[config.mk]
export PLATFORM = sky130hd
export DESIGN_NAME = pb_conditioner_flat
export DESIGN_NICKNAME = d
export VERILOG_FILES = /design/src/rtl/pb_conditioner_if.sv /design/src/rtl/pb_conditioner.sv /design/src/flat_wrapper.sv
export SDC_FILE = /design/constraint.sdc
export NUM_CORES = 1
export LEC_CHECK = 0
export CORE_MARGIN = 2
export CORE_UTILIZATION = 45
export CTS_CLUSTER_SIZE = 28
export DETAILED_ROUTE_END_ITERATION = 6
export MAX_ROUTING_LAYER = met4
export PLACE_DENSITY = 0.64
export SYNTH_ARGS = -nofsm -noshare
export SYNTH_HDL_FRONTEND = slang
export SYNTH_SLANG_ARGS = --single-unit
[constraint.sdc]
create_clock -name CLK -period 2.9 [get_ports CLK]
set_input_delay 0.87 -clock CLK [delete_from_list [all_inputs] [get_ports CLK]]
set_output_delay 0.87 -clock CLK [all_outputs]
set_load 0.02 [all_outputs]
[src/rtl/pb_conditioner_if.sv]
// Push-button conditioner bus: raw buttons and acks in; debounced level, strobe and sticky events out.
// Zero latency (wiring only); no backpressure, EVT_ACK is a per-bit pulse.
interface pb_conditioner_if #(
    parameter int N_PBs = 3
);
    logic [N_PBs-1:0] PB_RAW;
    logic [N_PBs-1:0] PB_LEVEL;
    logic [N_PBs-1:0] PB_STROBE;
    logic [N_PBs-1:0] PB_EVT;
    logic [N_PBs-1:0] EVT_ACK;

    modport master (output PB_RAW, output EVT_ACK, input PB_LEVEL, input PB_STROBE, input PB_EVT);
    modport slave  (input PB_RAW, input EVT_ACK, output PB_LEVEL, output PB_STROBE, output PB_EVT);
endinterface

[src/rtl/pb_conditioner.sv]
// Per-button sync + debounce + auto-repeat; level/strobe SYNC_STAGES+DEBOUNCE_CYCLES-1 cycles after raw, event flag 1 later.
// No backpressure: strobes merge into sticky PB_EVT until acked, set wins over a same-cycle ack.
module pb_conditioner #(
    parameter int N_PBs           = 3,
    parameter int SYNC_STAGES     = 2,
    parameter int DEBOUNCE_CYCLES = 1_000_000,
    parameter int REPEAT_DELAY    = 50_000_000,
    parameter int REPEAT_PERIOD   = 10_000_000,
    parameter int CNT_W           = 26
) (
    input logic             CLK,
    input logic             RESETn,
    pb_conditioner_if.slave pb
);
    localparam logic [CNT_W-1:0] DEB_MAX = CNT_W'(DEBOUNCE_CYCLES - 1);
    localparam logic [CNT_W-1:0] RD_MAX  = CNT_W'(REPEAT_DELAY - 1);
    localparam logic [CNT_W-1:0] RP_MAX  = CNT_W'(REPEAT_PERIOD - 1);

    typedef enum logic [1:0] {ST_IDLE, ST_DELAY, ST_REPEAT} rstate_e;

    wire [N_PBs-1:0] level_w;
    wire [N_PBs-1:0] strobe_w;
    wire [N_PBs-1:0] evt_w;

    for (genvar i = 0; i < N_PBs; i++) begin : g_pb
        logic [SYNC_STAGES-1:0] sync_q, sync_d;
        logic [CNT_W-1:0]       dcnt_q, dcnt_d;
        logic [CNT_W-1:0]       rcnt_q, rcnt_d;
        logic                   level_q, level_d;
        logic                   strobe_q, strobe_d;
        logic                   evt_q, evt_d;
        rstate_e                state_q, state_d;
        logic                   s, rise, fall;

        always_comb begin
            sync_d   = {sync_q[SYNC_STAGES-2:0], pb.PB_RAW[i]};
            s        = sync_q[SYNC_STAGES-1];
            dcnt_d   = dcnt_q;
            level_d  = level_q;
            rcnt_d   = rcnt_q;
            state_d  = state_q;
            strobe_d = 1'b0;

            // Any sample matching the accepted level restarts the stability count.
            if (s == level_q) begin
                dcnt_d = '0;
            end else if (dcnt_q == DEB_MAX) begin
                level_d = s;
                dcnt_d  = '0;
            end else begin
                dcnt_d = dcnt_q + 1'b1;
            end

            // Edges are taken from the next level so the press strobe lines up with PB_LEVEL.
            rise = level_d & ~level_q;
            fall = level_q & ~level_d;

            case (state_q)
                ST_IDLE: begin
                    if (rise) begin
                        state_d  = ST_DELAY;
                        strobe_d = 1'b1;
                        rcnt_d   = '0;
                    end
                end
                ST_DELAY: begin
                    if (fall) begin
                        state_d = ST_IDLE;
                        rcnt_d  = '0;
                    end else if (rcnt_q == RD_MAX) begin
                        state_d  = ST_REPEAT;
                        strobe_d = 1'b1;
                        rcnt_d   = '0;
                    end else begin
                        rcnt_d = rcnt_q + 1'b1;
                    end
                end
                ST_REPEAT: begin
                    if (fall) begin
                        state_d = ST_IDLE;
                        rcnt_d  = '0;
                    end else if (rcnt_q == RP_MAX) begin
                        strobe_d = 1'b1;
                        rcnt_d   = '0;
                    end else begin
                        rcnt_d = rcnt_q + 1'b1;
                    end
                end
                default: begin
                    state_d = ST_IDLE;
                    rcnt_d  = '0;
                end
            endcase

            evt_d = strobe_q | (evt_q & ~pb.EVT_ACK[i]);
        end

        always_ff @(posedge CLK or negedge RESETn) begin
            if (!RESETn) begin
                sync_q   <= '0;
                dcnt_q   <= '0;
                rcnt_q   <= '0;
                level_q  <= 1'b0;
                strobe_q <= 1'b0;
                evt_q    <= 1'b0;
                state_q  <= ST_IDLE;
            end else begin
                sync_q   <= sync_d;
                dcnt_q   <= dcnt_d;
                rcnt_q   <= rcnt_d;
                level_q  <= level_d;
                strobe_q <= strobe_d;
                evt_q    <= evt_d;
                state_q  <= state_d;
            end
        end

        assign level_w[i]  = level_q;
        assign strobe_w[i] = strobe_q;
        assign evt_w[i]    = evt_q;
    end

    assign pb.PB_LEVEL  = level_w;
    assign pb.PB_STROBE = strobe_w;
    assign pb.PB_EVT    = evt_w;
endmodule

[src/flat_wrapper.sv]
// flat-port wrapper written by rule: the top's interface ports become plain ports
module pb_conditioner_flat 
#(
    parameter int N_PBs           = 3,
    parameter int SYNC_STAGES     = 2,
    parameter int DEBOUNCE_CYCLES = 1_000_000,
    parameter int REPEAT_DELAY    = 50_000_000,
    parameter int REPEAT_PERIOD   = 10_000_000,
    parameter int CNT_W           = 26
)
  (CLK, RESETn, pb_PB_RAW, pb_EVT_ACK, pb_PB_LEVEL, pb_PB_STROBE, pb_PB_EVT);
  pb_conditioner_if #(.N_PBs(N_PBs)) pb_i ();
  input logic CLK;
  input logic RESETn;
  input wire logic [$bits(pb_i.PB_RAW)-1:0] pb_PB_RAW;
  input wire logic [$bits(pb_i.EVT_ACK)-1:0] pb_EVT_ACK;
  output wire logic [$bits(pb_i.PB_LEVEL)-1:0] pb_PB_LEVEL;
  output wire logic [$bits(pb_i.PB_STROBE)-1:0] pb_PB_STROBE;
  output wire logic [$bits(pb_i.PB_EVT)-1:0] pb_PB_EVT;
  assign pb_i.PB_RAW = pb_PB_RAW;
  assign pb_i.EVT_ACK = pb_EVT_ACK;
  assign pb_PB_LEVEL = pb_i.PB_LEVEL;
  assign pb_PB_STROBE = pb_i.PB_STROBE;
  assign pb_PB_EVT = pb_i.PB_EVT;
  pb_conditioner #(.N_PBs(N_PBs), .SYNC_STAGES(SYNC_STAGES), .DEBOUNCE_CYCLES(DEBOUNCE_CYCLES), .REPEAT_DELAY(REPEAT_DELAY), .REPEAT_PERIOD(REPEAT_PERIOD), .CNT_W(CNT_W)) u_core (.CLK(CLK), .RESETn(RESETn), .pb(pb_i));
endmodule
## Word-level counts from Yosys, hierarchy flattened

Cells that the tools add are included.

- Register bits: 177
- Input port bits: 8
- Output and inout port bits: 9

- $add $sub $neg: 6
- Equal/unequal tests: 27
- Multiplexer cells: 63
- Bitwise logic cells: 21
- Reduce and logical (&&, ||, !) cells: 6

Operator list:

| operator | count |
|---|---|
| two-way mux 26 bit | 21 |
| case mux 26 bit (3 select lines) | 3 |
| adder 26 x 1 -> 26 bit (second input constant) | 6 |
| == test 26 x 20 -> 1 bit (second input constant) | 3 |
| == test 26 x 24 -> 1 bit (second input constant) | 3 |
| == test 26 bit (second input constant) | 3 |
| two-way mux 2 bit | 12 |
| two-way mux 1 bit | 21 |
| case mux 2 bit (3 select lines) | 3 |
| inequality test 2 x 1 -> 1 bit (second input constant) | 6 |
| bitwise AND 1 bit | 9 |
| inequality test 3 x 1 -> 1 bit (second input constant) | 3 |
| inverter 1 bit | 9 |
| case mux 1 bit (3 select lines) | 3 |
| AND reduction 3 bit | 3 |
| == test 2 x 1 -> 1 bit (second input constant) | 3 |
| == test 2 bit (second input constant) | 3 |
| zero test 2 bit | 3 |
| == test 1 bit | 3 |
| bitwise OR 1 bit | 3 |

## Longest topological paths before layout

Gate-level depths: netlist (run 1).

- Word-level depth: 7
- Mapped depth: 9
- Depth with buffers taken out: 7

## Worst setup path before layout (run 1)

Ideal clock, no wire load.

- Kind: register to register
- From: register u_core.g_pb[1].dcnt_q[11]
- To: register u_core.g_pb[1].rcnt_q[25]
- Library setup time: 128 ps
- Arrival time: 2426 ps
- Path slack: 347 ps
- Cell stages (with the launch flop): 9
- Buffers on the path: 2
- Cell sequence: dfrtp_1 -> or4b_1 -> or4_1 -> buf_2 -> o41a_1 -> buf_2 -> and2_0 -> a31oi_1 -> o31ai_1

- Cells in the longest elaborated chain, start to end: 7

RTL lines:

| item | RTL line | text |
|---|---|---|
| start: declaration | pb_conditioner.sv:27 | `logic [CNT_W-1:0] dcnt_q, dcnt_d;` |
| start signal: assignment | pb_conditioner.sv:109 | `dcnt_q <= dcnt_d;` |
| == test 26 x 20 -> 1 bit * | pb_conditioner.sv:47 | `end else if (dcnt_q == DEB_MAX) begin` |
| two-way mux 1 bit * | pb_conditioner.sv:47 |  |
| two-way mux 1 bit * | pb_conditioner.sv:45 | `if (s == level_q) begin` |
| inverter 1 bit | pb_conditioner.sv:56 | `fall = level_q & ~level_d;` |
| bitwise AND 1 bit | pb_conditioner.sv:56 |  |
| two-way mux 26 bit (on tied branches) | pb_conditioner.sv:79, pb_conditioner.sv:67 |  |
| case mux 26 bit (3 select lines) | pb_conditioner.sv:58 | `case (state_q)` |
| end signal: assignment | pb_conditioner.sv:110 | `rcnt_q <= rcnt_d;` |
| end: declaration | pb_conditioner.sv:28 | `logic [CNT_W-1:0] rcnt_q, rcnt_d;` |

Every way passes the cells marked *; elsewhere a longest branch is shown, timed or not.
A chain may end at the register's enable or synchronous reset.

## Worst setup path after layout (run 1)

- From: register u_core.g_pb[1].dcnt_q[11]
- To: register u_core.g_pb[1].rcnt_q[21]

The elaborated chain is that of the path after synthesis.

==> results of run 1 <==
[flip-flops by register name (all words and copies together), names as in the netlist]
name                  cells
u_core.g_pb.rcnt_q       78
u_core.g_pb.sync_q        6
u_core.g_pb.dcnt_q       78
u_core.g_pb.evt_q         3
u_core.g_pb.state_q       6
u_core.g_pb.strobe_q      3
u_core.g_pb.level_q       3
[worst reg2reg max path, stage by stage, from the launching register on]
cell and delay, ns:
dfrtp_1 0.42, or4b_1 0.51, or4_4 0.55, o41a_1 0.64, and2_0 0.25, a31oi_1 0.17, o31ai_1 0.11
[worst min-delay path by stage]
stage                        startpoint                        to  slack (ns)  cells past startpoint
2_1_floorplan  u_core.g_pb[0].sync_q[0]  u_core.g_pb[0].sync_q[1]        0.33                      0
3_3_place_gp   u_core.g_pb[0].sync_q[0]  u_core.g_pb[0].sync_q[1]        0.34                      0
3_5_place_dp   u_core.g_pb[2].sync_q[0]  u_core.g_pb[2].sync_q[1]        0.34                      0
4_1_cts        u_core.g_pb[1].sync_q[0]  u_core.g_pb[1].sync_q[1]        0.35                      0
5_1_grt        u_core.g_pb[1].sync_q[0]  u_core.g_pb[1].sync_q[1]        0.36                      0
6_report       u_core.g_pb[1].sync_q[0]  u_core.g_pb[1].sync_q[1]        0.35                      0
[layout make-up]
cell class | count | area, sq um
multi-input cells | 793 | 4890
flip-flops and latches | 177 | 4430
clock inverters | 15 | 169
repair buffers | 50 | 469
fillers | 1917 | 10200
inverters | 33 | 124
clock buffers | 17 | 425
well taps | 275 | 344
[report_power, final]
group	internal [mW]	switching (mW)
clock	1.23	1.08
combinational	0.0346	0.0783
sequential	2.48	0.0124
[per-layer routing]
layer	global-route usage	vias to the layer above	routed length, um
met5	-	-	0
met4	0.0608	0	287
met3	0.0297	24	496
met2	0.308	103	9510
met1	0.257	3789	10000
li1	-	3867	-
[per-stage QoR]
step                       util  hold WS, ns  std cells  cell area (sq um)
after global routing      0.516        0.363       1360              10900
after floorplan               -        0.331       1048               9630
after global placement    0.487        0.337       1328              10200
after detailed placement  0.487        0.341       1328              10200
final                     0.516        0.350       1360              10900
after CTS                 0.515        0.351       1360              10800
[placed cells by master (no fill, tap or decap), types with 7 or more instances in the layout]
cell type          n
nand4_1           52
o31ai_1           12
nand3_1          104
a21oi_1           20
inv_1             33
dfrtp_1          177
xor2_1            47
a22oi_1            7
and3_1            23
a22o_1             7
or3_1             28
a31oi_1            7
or2_2              7
clkbuf_16         17
clkdlybuf4s50_1   15
ha_1              18
nand2_1          104
o311ai_0          22
nor3_1            15
nor2_1           118
or4_1              8
buf_4             30
a21o_1            13
o21ai_0           25
nor4_1            14
and4_1            12
xnor2_1           26
and2_1            11
[logic make-up (layout without fill, tap and decap cells)]
logic type / after synthesis / in the layout / synth area share
simple gates: 542 / 542 / 0.292
flops: 177 / 177 / 0.460
compound gates: 158 / 158 / 0.120
buf+inv: 78 / 115 / 0.0359
xor+xnor: 73 / 73 / 0.0664
fa+ha+maj: 18 / 18 / 0.0234
mux: 2 / 2 / 0.00234
==> reports/qor.yml, run 1 <==
r2r-start: "u_core.g_pb[1].dcnt_q[11]"
die_w_um: 150
yosysUniqueCellTypes: 67
drt_iter0_drc: 378
max_slew_margin: 0.453
dpl_worst_slack_ns: -0.165
viasPerCell: 5.72
synth-seq-cells: 177
synthCells: 1048
vias: 7783
setup_ws_ns: 0.129
synth_seq_area_share: 0.460
dieArea_sq_um: 22600
grt_max_degree: 73
yosys.area.top_type: "dfrtp_1"
cp-end-kind: "flop"
maxCapViolCount: 0
ys.flop_type: "dfrtp_1"
grt_pass1_vias: 7428
cp_num_buf_inv: 0
synth_common_cells: "dfrtp_1 (177), nor2_1 (118), nand2_1 (104), nand3_1 (104), nand4_1 (52)"
synthArstFlopShare: 1.00
max_slew.worst_pin.slew_ns: 0.819
post-cts-setup-buffers: 0
grt_first_pass_wirelength_um: 35100
area_growth_pct: 12.7
required_ns: 3.22
route.detailed.drc: 0
fmax_mhz: 361
ir_drop_v: 0.000299
cp.arrival_ns: 3.09
fp-row-count: 53
cp_max_fo: 12
io-pin-count: 17
ctsHoldBuffers: 0
cts_tree: "done"
finalSetupViolCount: 0
synth-edff-count: 0
antenna_found_initial: 0
rsz0062_at_grt: "no"
clockRootBuffer: "clkbuf_16"
wl_um: 20300
numCtsBuffers: 17
clock_skew_ns: 0.0136
crit_chain: "or4b_1 > or4_4 > o41a_1 > and2_0 > a31oi_1 > o31ai_1"
die_y_um: 150
overflow: 0
wl_per_cell_um: 14.9
syn_area_sq_um: 9630
setup_tns_ns: 0
clk_latency_ns: 0.44
cpPeakStageDelay_ns: 0.64
slew_viol_final: 0
initial_core_util: 0.458
cts.repair.resized: 1
leakage_nw: 4.45
grt.total_usage: 0.194
coreArea_sq_um: 21000
firstDrtPassIters: 5
crit_slowest_cell: "o41a_1"
hpwl_um: 13700
port_buffers: 16
synth_area_leaders: "dfrtp_1 (46%), nand3_1 (5.4%), nor2_1 (4.6%)"
cp.depth: 6
drive_gt1_frac: 0.0839
finalHoldViolCount: 0
crit_type: "reg -> reg"
startpoint: "u_core.g_pb[1].dcnt_q[11]"
clkTransAtPathRegs_ns: 0.07
r2r_end: "u_core.g_pb[1].rcnt_q[21]"
cts.path.max_buffers: 2
holdCritPathClass: "reg -> reg"
worstSetupStartpointType: "flop"
total_power_mw: 4.91
power.density_nw_per_um2: 453
setup.worst_path.end: "u_core.g_pb[1].rcnt_q[21]"
status: "complete, no violations"
ant_nets: 0
r2r_cells: 6
synth_nets: 1074
synth_most_common_cell: "dfrtp_1"
syn_area_per_cell_sq_um: 9.19
r2r_slack_ns: 0.13
period_needed_ns: 2.77
gp_congestion: 0.823
crit_family: "simple AND/OR/NAND/NOR gates"
synth_top_cell_area_share: 0.460
diodes: 0
cts_max_level: 4
cts.sinks: 177
yosys_warnings: 0
nets: 1098
post-route-period-util: 0.955
No activity file was read; power rests on OpenSTA's default activity.
==> run 2: changes to the inputs <==
CAP_MARGIN = 20   (was default)
PLACE_DENSITY = default   (was 0.64)
==> run 2 against run 1 <==
Count of clock-buffer cells in the layout unchanged. Combinational power about the same. First-iteration DRC count increased by 22%. Sequential cell count unchanged. Clock power decreased by 3%. Clock skew decreased by 0.0014 ns. Hold slack got worse by 0.0027 ns. Sequential power about the same. Non-clock buffer count decreased by 6.
==> reports/qor.yml, run 2 (synthesis gave the netlist of run 1 again) <==
post-cts-setup-buffers: 0  # unchanged
initial_core_util: 0.458  # unchanged
rsz0062_at_grt: "no"
max_slew_margin: 0.510  # +0.0570
crit_slowest_cell: "o41a_1"
diodes: 0  # unchanged
clkTransAtPathRegs_ns: 0.06  # about the same
crit_type: "reg -> reg"
fmax_mhz: 363  # +0.47%
max_slew.worst_pin.slew_ns: 0.730  # -0.0896 ns
vias: 7787  # +0.051%
cts.sinks: 177  # unchanged
drive_gt1_frac: 0.0760  # -0.00787
cp_max_fo: 16  # +4
viasPerCell: 5.75  # +0.49%
clockRootBuffer: "clkbuf_16"
finalSetupViolCount: 0  # unchanged
firstDrtPassIters: 5  # unchanged
post-route-period-util: 0.951  # -0.00444
grt_first_pass_wirelength_um: 35900  # +2.3%
cts_max_level: 4  # unchanged
cts_tree: "done"
nets: 1092  # -0.55%
cts.path.max_buffers: 2  # unchanged
startpoint: "u_core.g_pb[1].dcnt_q[10]"
holdCritPathClass: "reg -> reg"
drt_iter0_drc: 463  # +22%
die_y_um: 150  # unchanged
grt.total_usage: 0.199  # +0.00525
clock_skew_ns: 0.0122  # -0.00138 ns
r2r-start: "u_core.g_pb[1].dcnt_q[10]"
worstSetupStartpointType: "flop"
maxCapViolCount: 0  # unchanged
top_regs: "u_core.g_pb.dcnt_q: 78 flops, u_core.g_pb.rcnt_q: 78 flops"
die_w_um: 150  # unchanged
grt_max_degree: 58  # -21%
port_buffers: 16  # unchanged
required_ns: 3.20  # -0.02 ns
crit_chain: "or4b_1 > or4_1 > o41a_1 > and2_0 > a31oi_1 > o31ai_1"
instances_no_fill: 1354  # -0.44%
route.detailed.drc: 0  # unchanged
finalHoldViolCount: 0  # unchanged
final_cell_mix: "dfrtp_1 (177), nor2_1 (118), nand3_1 (104), nand2_1 (104), nand4_1 (52)"
wl_per_cell_um: 15.0  # +0.31%
nFillCells: 1945  # +1.5%
slew_viol_final: 0  # unchanged
r2r_cells: 6  # unchanged
ctsHoldBuffers: 0  # unchanged
leakage_nw: 4.40  # -1.2%
ir_drop_v: 0.000374  # +25%
fp-row-count: 53  # unchanged
coreArea_sq_um: 21000  # unchanged
cpPeakStageDelay_ns: 0.69  # +0.05 ns
numCtsBuffers: 17  # unchanged
gp_congestion: 0.807  # -1.8%
cp-end-kind: "flop"
area_growth_pct: 11.7
antenna_found_initial: 0  # unchanged
dpl_worst_slack_ns: -0.0333  # +0.132 ns
cp.arrival_ns: 3.06  # -0.03 ns
dp.cells: 1322  # -0.45%
grt_pass1_vias: 7478  # +0.67%
power.density_nw_per_um2: 450  # -0.51%
hpwl_um: 13500  # -1.8%
clk_latency_ns: 0.43  # about the same
overflow: 0  # unchanged
r2r_end: "u_core.g_pb[1].rcnt_q[23]"
wl_um: 20300  # -0.13%
ant_nets: 0  # unchanged
r2r_slack_ns: 0.14  # about the same
dieArea_sq_um: 22600  # unchanged
setup.worst_path.end: "u_core.g_pb[1].rcnt_q[23]"
mostFrequentLayoutCell: "dfrtp_1"
period_needed_ns: 2.76  # -0.0129 ns
status: "complete, no violations"
io-pin-count: 17  # unchanged
setup_ws_ns: 0.142  # +0.0129 ns
[run 2: changes by cell type in the layout (fill, tap and decap cells not counted), sizes merged]
cell / delta
clkinvlp: +2
clkinv: -2
buf: -6
[run 2: worst max-delay path, delay by kind of cell, from the launching register on]
kind / cells / cell delay, ns
AOI/OAI and AO/OA: 3 / 0.93
DFF: 1 / 0.39
and+or+nand+nor: 3 / 1.33
[run 2: where the power goes]
| group | switching [mW] | total [mW] | leakage, nW | internal [mW] |
|---|---|---|---|---|
| Sequential | 0.0122 | 2.49 | 2.45 | 2.48 |
| Clock | 1.04 | 2.24 | 0.270 | 1.21 |
| Combinational | 0.0791 | 0.111 | 1.68 | 0.0322 |
| Total | 1.13 | 4.85 | 4.40 | 3.72 |
[run 2: what timing repair did]
action	4_1_cts	5_1_grt
hold endpoints to repair	0	0
setup endpoints to repair	1	11
resized for setup	1	2
[run 2: how the worst min path moves through the flow]
stage	from	endpoint	depth (start not counted)
3_3_place_gp	u_core.g_pb[2].sync_q[0]	u_core.g_pb[2].sync_q[1]	0
2_1_floorplan	u_core.g_pb[0].sync_q[0]	u_core.g_pb[0].sync_q[1]	0
6_report	u_core.g_pb[1].sync_q[0]	u_core.g_pb[1].sync_q[1]	0
5_1_grt	u_core.g_pb[1].sync_q[0]	u_core.g_pb[1].sync_q[1]	0
3_5_place_dp	u_core.g_pb[1].sync_q[0]	u_core.g_pb[1].sync_q[1]	0
4_1_cts	u_core.g_pb[1].sync_q[0]	u_core.g_pb[1].sync_q[1]	0
[run 2: layer usage]
layer  up-vias  track usage  share of wire
li1       3859            -              -
met1      3817        0.273           0.49
met2       101        0.308           0.47
met3        10       0.0321          0.026
met4         0       0.0533         0.0065
met5         -            -              0
[run 2: final cells by class]
cell class	instances	area, sq um	share of cell area
clock inverters	15	146	0.0136
repair buffers	44	412	0.0383
inverters	33	124	0.0115
clock buffers	17	425	0.0395
well taps	275	344	0.0320
flip-flops and latches	177	4430	0.412
multi-input cells	793	4880	0.454
[run 2: per-stage QoR]
step	power (mW)	TNS, ns	area, sq um	hold WS, ns	util
floorplan	2.57	0	9630	0.331	-
global placement	2.66	0	10200	0.334	0.484
detailed placement	2.66	-0.0397	10200	0.346	0.484
CTS	4.93	0	10800	0.351	0.511
global route	5.05	0	10800	0.369	0.512
finish	4.85	0	10800	0.347	0.512
==> run 3: changes to the inputs <==
CTS_CLUSTER_SIZE = default   (was 28)
MAX_ROUTING_LAYER = default   (was met4)
==> run 3 against run 2 <==
Non-clock buffer count unchanged. Critical path depth unchanged. Fmax up 0.17%. Die area unchanged. Critical path type unchanged. Critical endpoint unchanged. Largest cell class unchanged.
==> reports/qor.yml, run 3 (synthesis gave the netlist of run 1 again) <==
fp-row-count: 53  # unchanged
cts.repair.resized: 1  # unchanged
cts.sinks: 177  # unchanged
grt_max_degree: 58  # unchanged
fmax_mhz: 363  # +0.17%
placed_cell_area_sq_um: 10200  # unchanged
grt.total_usage: 0.193  # -0.00570
wl_um: 20300  # +0.21%
route.detailed.drc: 0  # unchanged
mostFrequentLayoutCell: "dfrtp_1"
leakage_nw: 4.40  # unchanged
status: "complete, no violations"
finish.instance_area_sq_um: 10800  # unchanged
post-cts-setup-buffers: 0  # unchanged
coreArea_sq_um: 21000  # unchanged
rsz0062_at_grt: "no"
final_cell_mix: "dfrtp_1 (177), nor2_1 (118), nand3_1 (104), nand2_1 (104), nand4_1 (52)"
diodes: 0  # unchanged
gp_congestion: 0.795  # -1.5%
cts_max_level: 4  # unchanged
r2r_cells: 6  # unchanged
worstSetupStartpointType: "flop"
viasPerCell: 5.71  # -0.68%
finalSetupViolCount: 0  # unchanged
ctsHoldBuffers: 0  # unchanged
clkTransAtPathRegs_ns: 0.06  # about the same
dieArea_sq_um: 22600  # unchanged
dpl_worst_slack_ns: -0.0333  # unchanged
clock_skew_ns: 0.0167  # +0.00452 ns
cp-end-kind: "flop"
seqCellArea_sq_um: 4430  # unchanged
max_slew.worst_pin.slew_ns: 0.728  # -0.00195 ns
die_y_um: 150  # unchanged
drt_iter0_drc: 415  # -10%
grt_pass1_vias: 7479  # +0.013%
grt_first_pass_wirelength_um: 35900  # -0.13%
power.density_nw_per_um2: 451  # about the same
cp.arrival_ns: 3.06  # about the same
clockRootBuffer: "clkbuf_16"
slew_viol_final: 0  # unchanged
nets: 1092  # unchanged
ir_drop_v: 0.000374  # about the same
total_power_mw: 4.85  # about the same
clk_latency_ns: 0.44  # about the same
antenna_found_initial: 0  # unchanged
hold_depth: 0  # unchanged
crit_type: "reg -> reg"
vias: 7734  # -0.68%
top_regs: "u_core.g_pb.dcnt_q: 78 flops, u_core.g_pb.rcnt_q: 78 flops"
io-pin-count: 17  # unchanged
firstDrtPassIters: 5  # unchanged
overflow: 0  # unchanged
cts_tree: "done"
nFillCells: 1945  # unchanged
utilization: 0.512  # unchanged
multiInputGateArea_sq_um: 4880  # unchanged
holdCritPathClass: "reg -> reg"
numCtsBuffers: 17  # unchanged
die_w_um: 150  # unchanged
required_ns: 3.21  # about the same
cp_max_fo: 16  # unchanged
setup_ws_ns: 0.147  # +0.00480 ns
port_buffers: 16  # unchanged
period_needed_ns: 2.75  # -0.00480 ns
max_slew_margin: 0.511  # +0.00131
finalHoldViolCount: 0  # unchanged
drive_gt1_frac: 0.0760  # unchanged
wl_per_cell_um: 15.0  # +0.21%
initial_core_util: 0.458  # unchanged
hpwl_um: 13500  # unchanged
maxCapViolCount: 0  # unchanged
post-route-period-util: 0.949  # -0.00165
ant_nets: 0  # unchanged
cts.path.max_buffers: 2  # unchanged
area_growth_pct: 11.7  # unchanged
-- run 3: cell counts in the layout (fill, tap and decap cells not counted) --
Identical to the previous run, type by type.
-- run 3: worst paths after layout --
| check | startpoint | slack, ns | to |
|---|---|---|---|
| max in group asynchronous | RESETn | 1.82 | u_core.g_pb[0].rcnt_q[0] |
| worst max register to register | u_core.g_pb[1].dcnt_q[10] | 0.15 | u_core.g_pb[1].rcnt_q[23] |
| worst min register to register | u_core.g_pb[1].sync_q[0] | 0.35 | u_core.g_pb[1].sync_q[1] |
| min in group asynchronous | RESETn | 0.40 | u_core.g_pb[1].rcnt_q[4] |
| worst max-delay path | u_core.g_pb[1].dcnt_q[10] | 0.15 | u_core.g_pb[1].rcnt_q[23] |
| worst min-delay path | u_core.g_pb[1].sync_q[0] | 0.35 | u_core.g_pb[1].sync_q[1] |
-- run 3: stage by stage --
step | instances | TNS [ns] | hold WS [ns]
floorplan | 1048 | 0 | 0.331
global placement | 1322 | 0 | 0.334
detailed placement | 1322 | -0.0397 | 0.346
CTS | 1354 | 0 | 0.351
global route | 1354 | 0 | 0.369
finish | 1354 | 0 | 0.347
-- run 3: worst max-delay path: stages (launching register included) --
cell	delay [ns]
dfrtp_1	0.39
or4b_1	0.54
or4_1	0.52
o41a_1	0.69
and2_0	0.27
a31oi_1	0.15
o31ai_1	0.09
-- run 3: metal layers --
| layer | part of all wire | vias to the layer above | GRT usage |
|---|---|---|---|
| li1 | - | 3848 | - |
| met1 | 0.49 | 3781 | 0.274 |
| met2 | 0.47 | 95 | 0.308 |
| met3 | 0.028 | 10 | 0.0321 |
| met4 | 0.0065 | 0 | 0.0533 |
| met5 | 0 | - | 0 |
-- run 3: cell type report --
class / instances / area share
Tap cell: 275 / 0.0320
Clock inverter: 15 / 0.0136
Inverter: 33 / 0.0115
Sequential cell: 177 / 0.412
Timing Repair Buffer: 44 / 0.0383
Clock buffer: 17 / 0.0395
Multi-Input combinational cell: 793 / 0.454
-- run 3: report_power, final --
group	internal [mW]	total, mW	switching [mW]	leakage (nW)
clock	1.21	2.24	1.04	0.270
combinational	0.0322	0.111	0.0790	1.68
sequential	2.48	2.49	0.0122	2.45
total	3.72	4.85	1.13	4.40
==> variant 1: new RTL, flow settings as in run 1 <==
`N_PBs` is set to 3 in 3 places; all go to 6.
--- a/src/rtl/pb_conditioner_if.sv
+++ b/src/rtl/pb_conditioner_if.sv
@@ -1,7 +1,7 @@
 // Push-button conditioner bus: raw buttons and acks in; debounced level, strobe and sticky events out.
 // Zero latency (wiring only); no backpressure, EVT_ACK is a per-bit pulse.
 interface pb_conditioner_if #(
-    parameter int N_PBs = 3
+    parameter int N_PBs = 6
 );
     logic [N_PBs-1:0] PB_RAW;
     logic [N_PBs-1:0] PB_LEVEL;
--- a/src/rtl/pb_conditioner.sv
+++ b/src/rtl/pb_conditioner.sv
@@ -1,7 +1,7 @@
 // Per-button sync + debounce + auto-repeat; level/strobe SYNC_STAGES+DEBOUNCE_CYCLES-1 cycles after raw, event flag 1 later.
 // No backpressure: strobes merge into sticky PB_EVT until acked, set wins over a same-cycle ack.
 module pb_conditioner #(
-    parameter int N_PBs           = 3,
+    parameter int N_PBs           = 6,
     parameter int SYNC_STAGES     = 2,
     parameter int DEBOUNCE_CYCLES = 1_000_000,
     parameter int REPEAT_DELAY    = 50_000_000,
--- a/src/flat_wrapper.sv
+++ b/src/flat_wrapper.sv
@@ -1,7 +1,7 @@
 // flat-port wrapper written by rule: the top's interface ports become plain ports
 module pb_conditioner_flat 
 #(
-    parameter int N_PBs           = 3,
+    parameter int N_PBs           = 6,
     parameter int SYNC_STAGES     = 2,
     parameter int DEBOUNCE_CYCLES = 1_000_000,
     parameter int REPEAT_DELAY    = 50_000_000,
Interface: changed (5 resized); port bits go from 17 to 32. No check against the original RTL was run, so the function may have changed too.
==> variant 1 against run 1 <==
Worst setup slack improved by 23 ps; synthesized cell count increased by 97%; global-route usage about the same; routed wire length increased by 100%; non-clock buffer count increased by 53; cell area increased by 100%; total power increased by 110%; area after synthesis increased by 98%; sequential cell count increased by 177; cell count increased by 98%; critical path type unchanged; critical endpoint is now u_core.g_pb[3].rcnt_q[3]$_DFFE_PN0P_.
==> variant 1: results (changes against run 1) <==
- Outcome: completed
- Fraction of met1 tracks used by global routing: 25.72% (+0.036 points)
- Clock-pin slew was measured on the worst setup and hold paths at 60 ps.
- Synth top cells by count: 354 x dfrtp_1, 270 x nor2_1, 169 x nand2_1
* Mean cell area of the mapped netlist: 9.244 um2 (+0.58%)
- Portion of the clock cycle consumed by the worst path in the final layout: 94.77% (-0.78 points)
* Maximum number of pins on one net before global-route repair: 67 (-8.2%)
- The logic depth of the worst register-to-register path was 7 (+1).
* Worst R2R Start: u_core.g_pb[3].dcnt_q[11]$_DFF_PN0_
- Number of iterations in the first detailed-routing pass: 4 (-1)
* Slowest Stage Delay on Critical Path: 530 ps (-110 ps)
- Overall routing resource usage: 19.35% (-0.042 points)
- Cell chosen for the clock root: clkbuf_16
- The final estimated routing congestion in global placement was 0.8323 (+1.2%).
- The detailed router's first-iteration violation count is 1,036 (+170%).
- The sum of met3 wire segment lengths after detailed routing came to 1421 um (+190%).
- The number of nets in the layout was 2,180 (+99%).
- The count of port buffers added during placement came to 31 (+15).
* Registers with the most flip-flops: u_core.g_pb.dcnt_q x156, u_core.g_pb.rcnt_q x156
* Critical path fanouts, max: 21 (+9)
- The global routing met3 resource utilization came to 2.995% (+0.025 points).
* Dominant cells by area after synthesis: dfrtp_1 46%, nor2_1 5.3%, xor2_1 4.4%
- Synthesized netlist net count: 2,118 (+97%)
* Met2 WL post-DR: 18,990 um (+100%)
- The half-perimeter wire length of the detailed placement result came to 26,910 um (+96%).
- TritonCTS buffer count: 42 (+25)
- Slack of the worst reg-to-reg path: 150 ps (+20 ps)
- The number of library cell types mapped by synthesis came to 75 (+12%).
* Avg Vias per Cell: 5.690 (-0.57%)
* Worst supply voltage drop on vdd: 367.8 uV (+23%)
- Path class of the lowest-slack min-delay path: primary input to async pin
* Arrival @ worst endpoint: 3240 ps (+150 ps)
* Level count of the clock H-tree: 2 (-2)
- The clock insertion delay at the later pin of the skew report is 570 ps (+130 ps).
* Filler cells: 3,831 (+100%)
- The sequential cell area fraction in the yosys report is 46.34% (+0.36 points).
* DP Worst Slack: 94.81 ps (+259.8 ps)
- Vias in the first global route: 14.93k (+100%)
- Critical-path top delay cell: or4_4
- Detailed-route wire length on metal 1: 19,360 um (+93%)
- Global-route wire length before repair: 70,860 um (+100%)
* Tightest Pin Transition: 1044 ps (+224.2 ps)
- The number of cells in the design after placement came to 2,625 (+98%).
- In this run the critical register-to-register path is captured at u_core.g_pb[3].rcnt_q[3]$_DFFE_PN0P_.
- The deepest clock path buffer count was 3 (+1).
- The hold slack is 238.2 ps (-111.7 ps).
* Met2 Track Usage GR: 30.62% (-0.17 points)
- Setup clock skew after layout: 15.14 ps (+1.555 ps)
* Ratio of cells with drive above 1 in the final layout: 7.839% (-0.55 points)
- The post-detailed-route wirelength per cell is 15.06 um (+0.78%).
* Wirelength, routed: 40,580 um (+100%)
[variant 1: cell types whose count changed after synthesis, moves of 26 or more]
cell / run 1 / this run
dfrtp_1: 177 / 354
clkbuf_1: 28 / 59
xor2_1: 47 / 95
o21ai_0: 25 / 71
nand4_1: 52 / 85
a22o_1: 7 / 33
nand3_1: 104 / 143
inv_1: 33 / 72
nor2_1: 118 / 270
and3_1: 23 / 66
nand2_1: 104 / 169
nor3_1: 15 / 64
nor4_1: 14 / 46
xnor2_1: 26 / 83
[variant 1: cell families (layout without fill, tap and decap cells)]
logic type	after synthesis	in the layout	synth area share, %
AOI/OAI and AO/OA	312	312	11.46
xor gates and xnor gates	178	178	8.156
adders and majority gates	36	36	2.356
buffers and inverters	157	245	3.482
DFF	354	354	46.34
muxes	8	8	0.4516
and+or+nand+nor	1023	1023	27.75
[variant 1: repair_timing]
action,CTS,global route
resized for setup,0,1
hold endpoints to repair,0,0
setup buffers,0,0
endpoints found under the setup margin,0,12
[variant 1: how the worst max path moves through the flow]
| stage | start | endpoint | cells after the start |
|---|---|---|---|
| 2_1_floorplan | u_core.g_pb[3].dcnt_q[10]$_DFF_PN0_ | u_core.g_pb[3].rcnt_q[14]$_DFFE_PN0P_ | 9 |
| 3_3_place_gp | u_core.g_pb[3].dcnt_q[11]$_DFF_PN0_ | u_core.g_pb[3].rcnt_q[25]$_DFFE_PN0P_ | 7 |
| 3_5_place_dp | u_core.g_pb[3].dcnt_q[11]$_DFF_PN0_ | u_core.g_pb[3].rcnt_q[3]$_DFFE_PN0P_ | 7 |
| 4_1_cts | u_core.g_pb[3].dcnt_q[11]$_DFF_PN0_ | u_core.g_pb[3].rcnt_q[3]$_DFFE_PN0P_ | 7 |
| 5_1_grt | u_core.g_pb[5].rcnt_q[0]$_DFFE_PN0P_ | u_core.g_pb[5].rcnt_q[11]$_DFFE_PN0P_ | 9 |
| 6_report | u_core.g_pb[3].dcnt_q[11]$_DFF_PN0_ | u_core.g_pb[3].rcnt_q[3]$_DFFE_PN0P_ | 7 |
[variant 1: stage by stage]
stage	util, %	total power [mW]	area (um2)
3_5_place_dp	48.50	5.316	20340
6_report	51.80	10.51	21730
3_3_place_gp	48.50	5.311	20340
5_1_grt	51.80	10.95	21730
4_1_cts	51.79	10.71	21720
2_1_floorplan	-	5.149	19120
[variant 1: layout make-up]
type	count	area, um2	share of cell area [%]
Clock inverter	9	103.9	0.4779
Multi-Input combinational cell	1557	9614	44.25
Clock buffer	61	1276	5.874
Timing Repair Buffer	103	930.9	4.284
Inverter	72	270.3	1.244
Tap cell	539	674.4	3.104
Sequential cell	354	8859	40.77
[variant 1: where the power goes]
| part | switching [mW] | internal [mW] |
|---|---|---|
| clock network | 2.08 | 3.21 |
| logic | 0.159 | 0.0613 |
| registers | 0.0251 | 4.97 |
==> variant 2: new RTL, settings of run 1 <==
Made on the original files. Reset style: synchronous (`RESETn`), changed in one clocked block.
--- a/src/rtl/pb_conditioner.sv
+++ b/src/rtl/pb_conditioner.sv
@@ -95,7 +95,7 @@
             evt_d = strobe_q | (evt_q & ~pb.EVT_ACK[i]);
         end
 
-        always_ff @(posedge CLK or negedge RESETn) begin
+        always_ff @(posedge CLK) begin
             if (!RESETn) begin
                 sync_q   <= '0;
                 dcnt_q   <= '0;
Function: no difference found for any inputs over 10 cycles, from zero or initial values and one cycle with RESETn low; that may be too few to reach the edited logic, so the function may still have changed.
==> variant 2 against run 1 <==
The run now ends with DRC left; routed wire length is 1.4% lower; cell area is 5.5% lower; sequential cell count stayed put; worst setup slack better by 150 ps; synthesized cell count is 14% higher; global-route usage is 0.12 points higher; area after synthesis is 3.7% lower; largest cell class unchanged; highest routed layer unchanged.
Power is not compared: it rests on default switching activity, and its combinational part moved more than twofold at a synthesized area within 25%.
==> variant 2: results (changes against run 1) <==
* Non-clock inverter total of the final layout: 41 (+24%)
* Synth top cells by count: 177 x dfxtp_1, 151 x nand3_1, 149 x nor2_1
* Post-synthesis async set-or-reset flop share: 0% (-100 points)
- Adder-cell share of the synthesized area: 2.429% (+0.091 points)
- The delay of the slowest cell on the worst path is 680 ps (+40 ps).
* Buffering overhead: 3.588% (-0.74 points)
* Violated checks: DRC
- Count of instances resized after the clock tree is built: 0 (-1)
- The multiplexer fraction of the synthesized cell area is 0.4318% (+0.20 points).
- # clk buffers: 20 (+3)
- The worst slew margin relative to its limit is 25.12% (-20 points).
- Fraction of area in multi-input gates: 51.60% (+6.5 points)
- Non-filler instance count after layout: 1,468 (+7.9%)
- By area the synthesized netlist is led by dfxtp_1 38%, nand3_1 8.2%, nor2_1 6.0%.
- Multi-input combinational cell count: 908 (+15%)
- The number of global-route vias before repair was 7,547 (+1.6%).
* DP Worst Slack: 266.8 ps (+431.7 ps)
- Fraction of synthesized cell area in xor and xnor cells: 6.234% (-0.40 points)
- The pin count of the biggest net entering global routing was 58 (-21%).
- The final estimated routing congestion in global placement was 0.8374 (+1.8%).
- Register area: 3543 um2 (-20%)
* Unique masters post-synth: 65 (-3.0%)
* Number of iterations in the first detailed-routing pass: 7 (+2)
- Register area share after synthesis: 38.21% (-7.8 points)
- The fraction of final layout cells sized beyond drive strength 1 was 6.010% (-2.4 points).
- Flip-flop and latch share of the layout cell area: 34.56% (-6.3 points)
- Worst-case clock buffer depth: 2 (unchanged)
* Clock buf/inv share: 5.455% (-0.022 points)
* Outcome: finished, violations left
* Crit path setup slack, layout: 278.0 ps (+149.0 ps)
- On the critical path, the stage with the largest delay is an instance of or4b_2.
* Post-DP HPWL: 13,040 um (-4.9%)
* Number of DRC markers after the initial detailed-route iteration: 575 (+52%)
- Global-route wire length before repair: 35,260 um (+0.43%)
* Overall routing resource usage: 19.52% (+0.12 points)
* Filler cells: 1,957 (+2.1%)
- The routed wire length was 20,040 um (-1.4%).
- The complex-gate fraction of the synthesized area is 11.40% (-0.63 points).
* Area grow syn2layout: 10.57%
* Setup clock skew after layout: 11.90 ps (-1.688 ps)
* Arrival @ worst endpoint: 2910 ps (-180 ps)
- The kind of cell with the highest combined delay along the critical path is compound AO/OA/AOI/OAI gates.
- Critical path fanouts, max: 50 (+38)
- Remaining design rule violation count: 1 (+1)
-- variant 2: cell count changes in the layout (fill, tap and decap cells not counted), sizes merged, moves of 9 or more --
cell	run 1	this run
nor2	118	149
nand2	105	133
dfxtp	0	177
or3	28	12
nand3	104	151
xor2	47	38
o31ai	12	1
a21o	13	0
dfrtp	177	0
nor3	15	31
a31oi	7	61
o311ai	23	1
-- variant 2: worst paths after layout --
| path | startpoint | endpoint | depth (start not counted) |
|---|---|---|---|
| min | u_core.g_pb[0].sync_q[0]$_SDFF_PN0_ | u_core.g_pb[0].sync_q[1]$_SDFF_PN0_ | 1 |
| min reg2reg | u_core.g_pb[0].sync_q[0]$_SDFF_PN0_ | u_core.g_pb[0].sync_q[1]$_SDFF_PN0_ | 1 |
| max | u_core.g_pb[1].rcnt_q[8]$_SDFFE_PN0P_ | u_core.g_pb[1].rcnt_q[24]$_SDFFE_PN0P_ | 6 |
| max reg2reg | u_core.g_pb[1].rcnt_q[8]$_SDFFE_PN0P_ | u_core.g_pb[1].rcnt_q[24]$_SDFFE_PN0P_ | 6 |
-- variant 2: cells by family after synthesis --
kind of cell	after synthesis
simple gates	658
flops	177
compound gates	162
buf+inv	109
xor+xnor	66
fa+ha+maj	18
mux	4
-- variant 2: power by group through the flow --
stage | registers [mW] | logic (mW) | clock network, mW
floorplan | 2.51 | 0.237 | 0
detailed placement | 2.51 | 0.346 | 0
global placement | 2.51 | 0.344 | 0
global route | 2.46 | 0.382 | 2.39
CTS | 2.46 | 0.347 | 2.28
finish | 2.46 | 0.345 | 2.22
-- variant 2: layer usage --
layer | up-vias | share of wire, % | GRT usage (%)
met5 | - | 0 | -
met2 | 120 | 46 | 30.30
li1 | 4275 | - | -
met3 | 11 | 3.2 | 3.488
met1 | 3885 | 50 | 26.27
met4 | 0 | 0.78 | 5.337
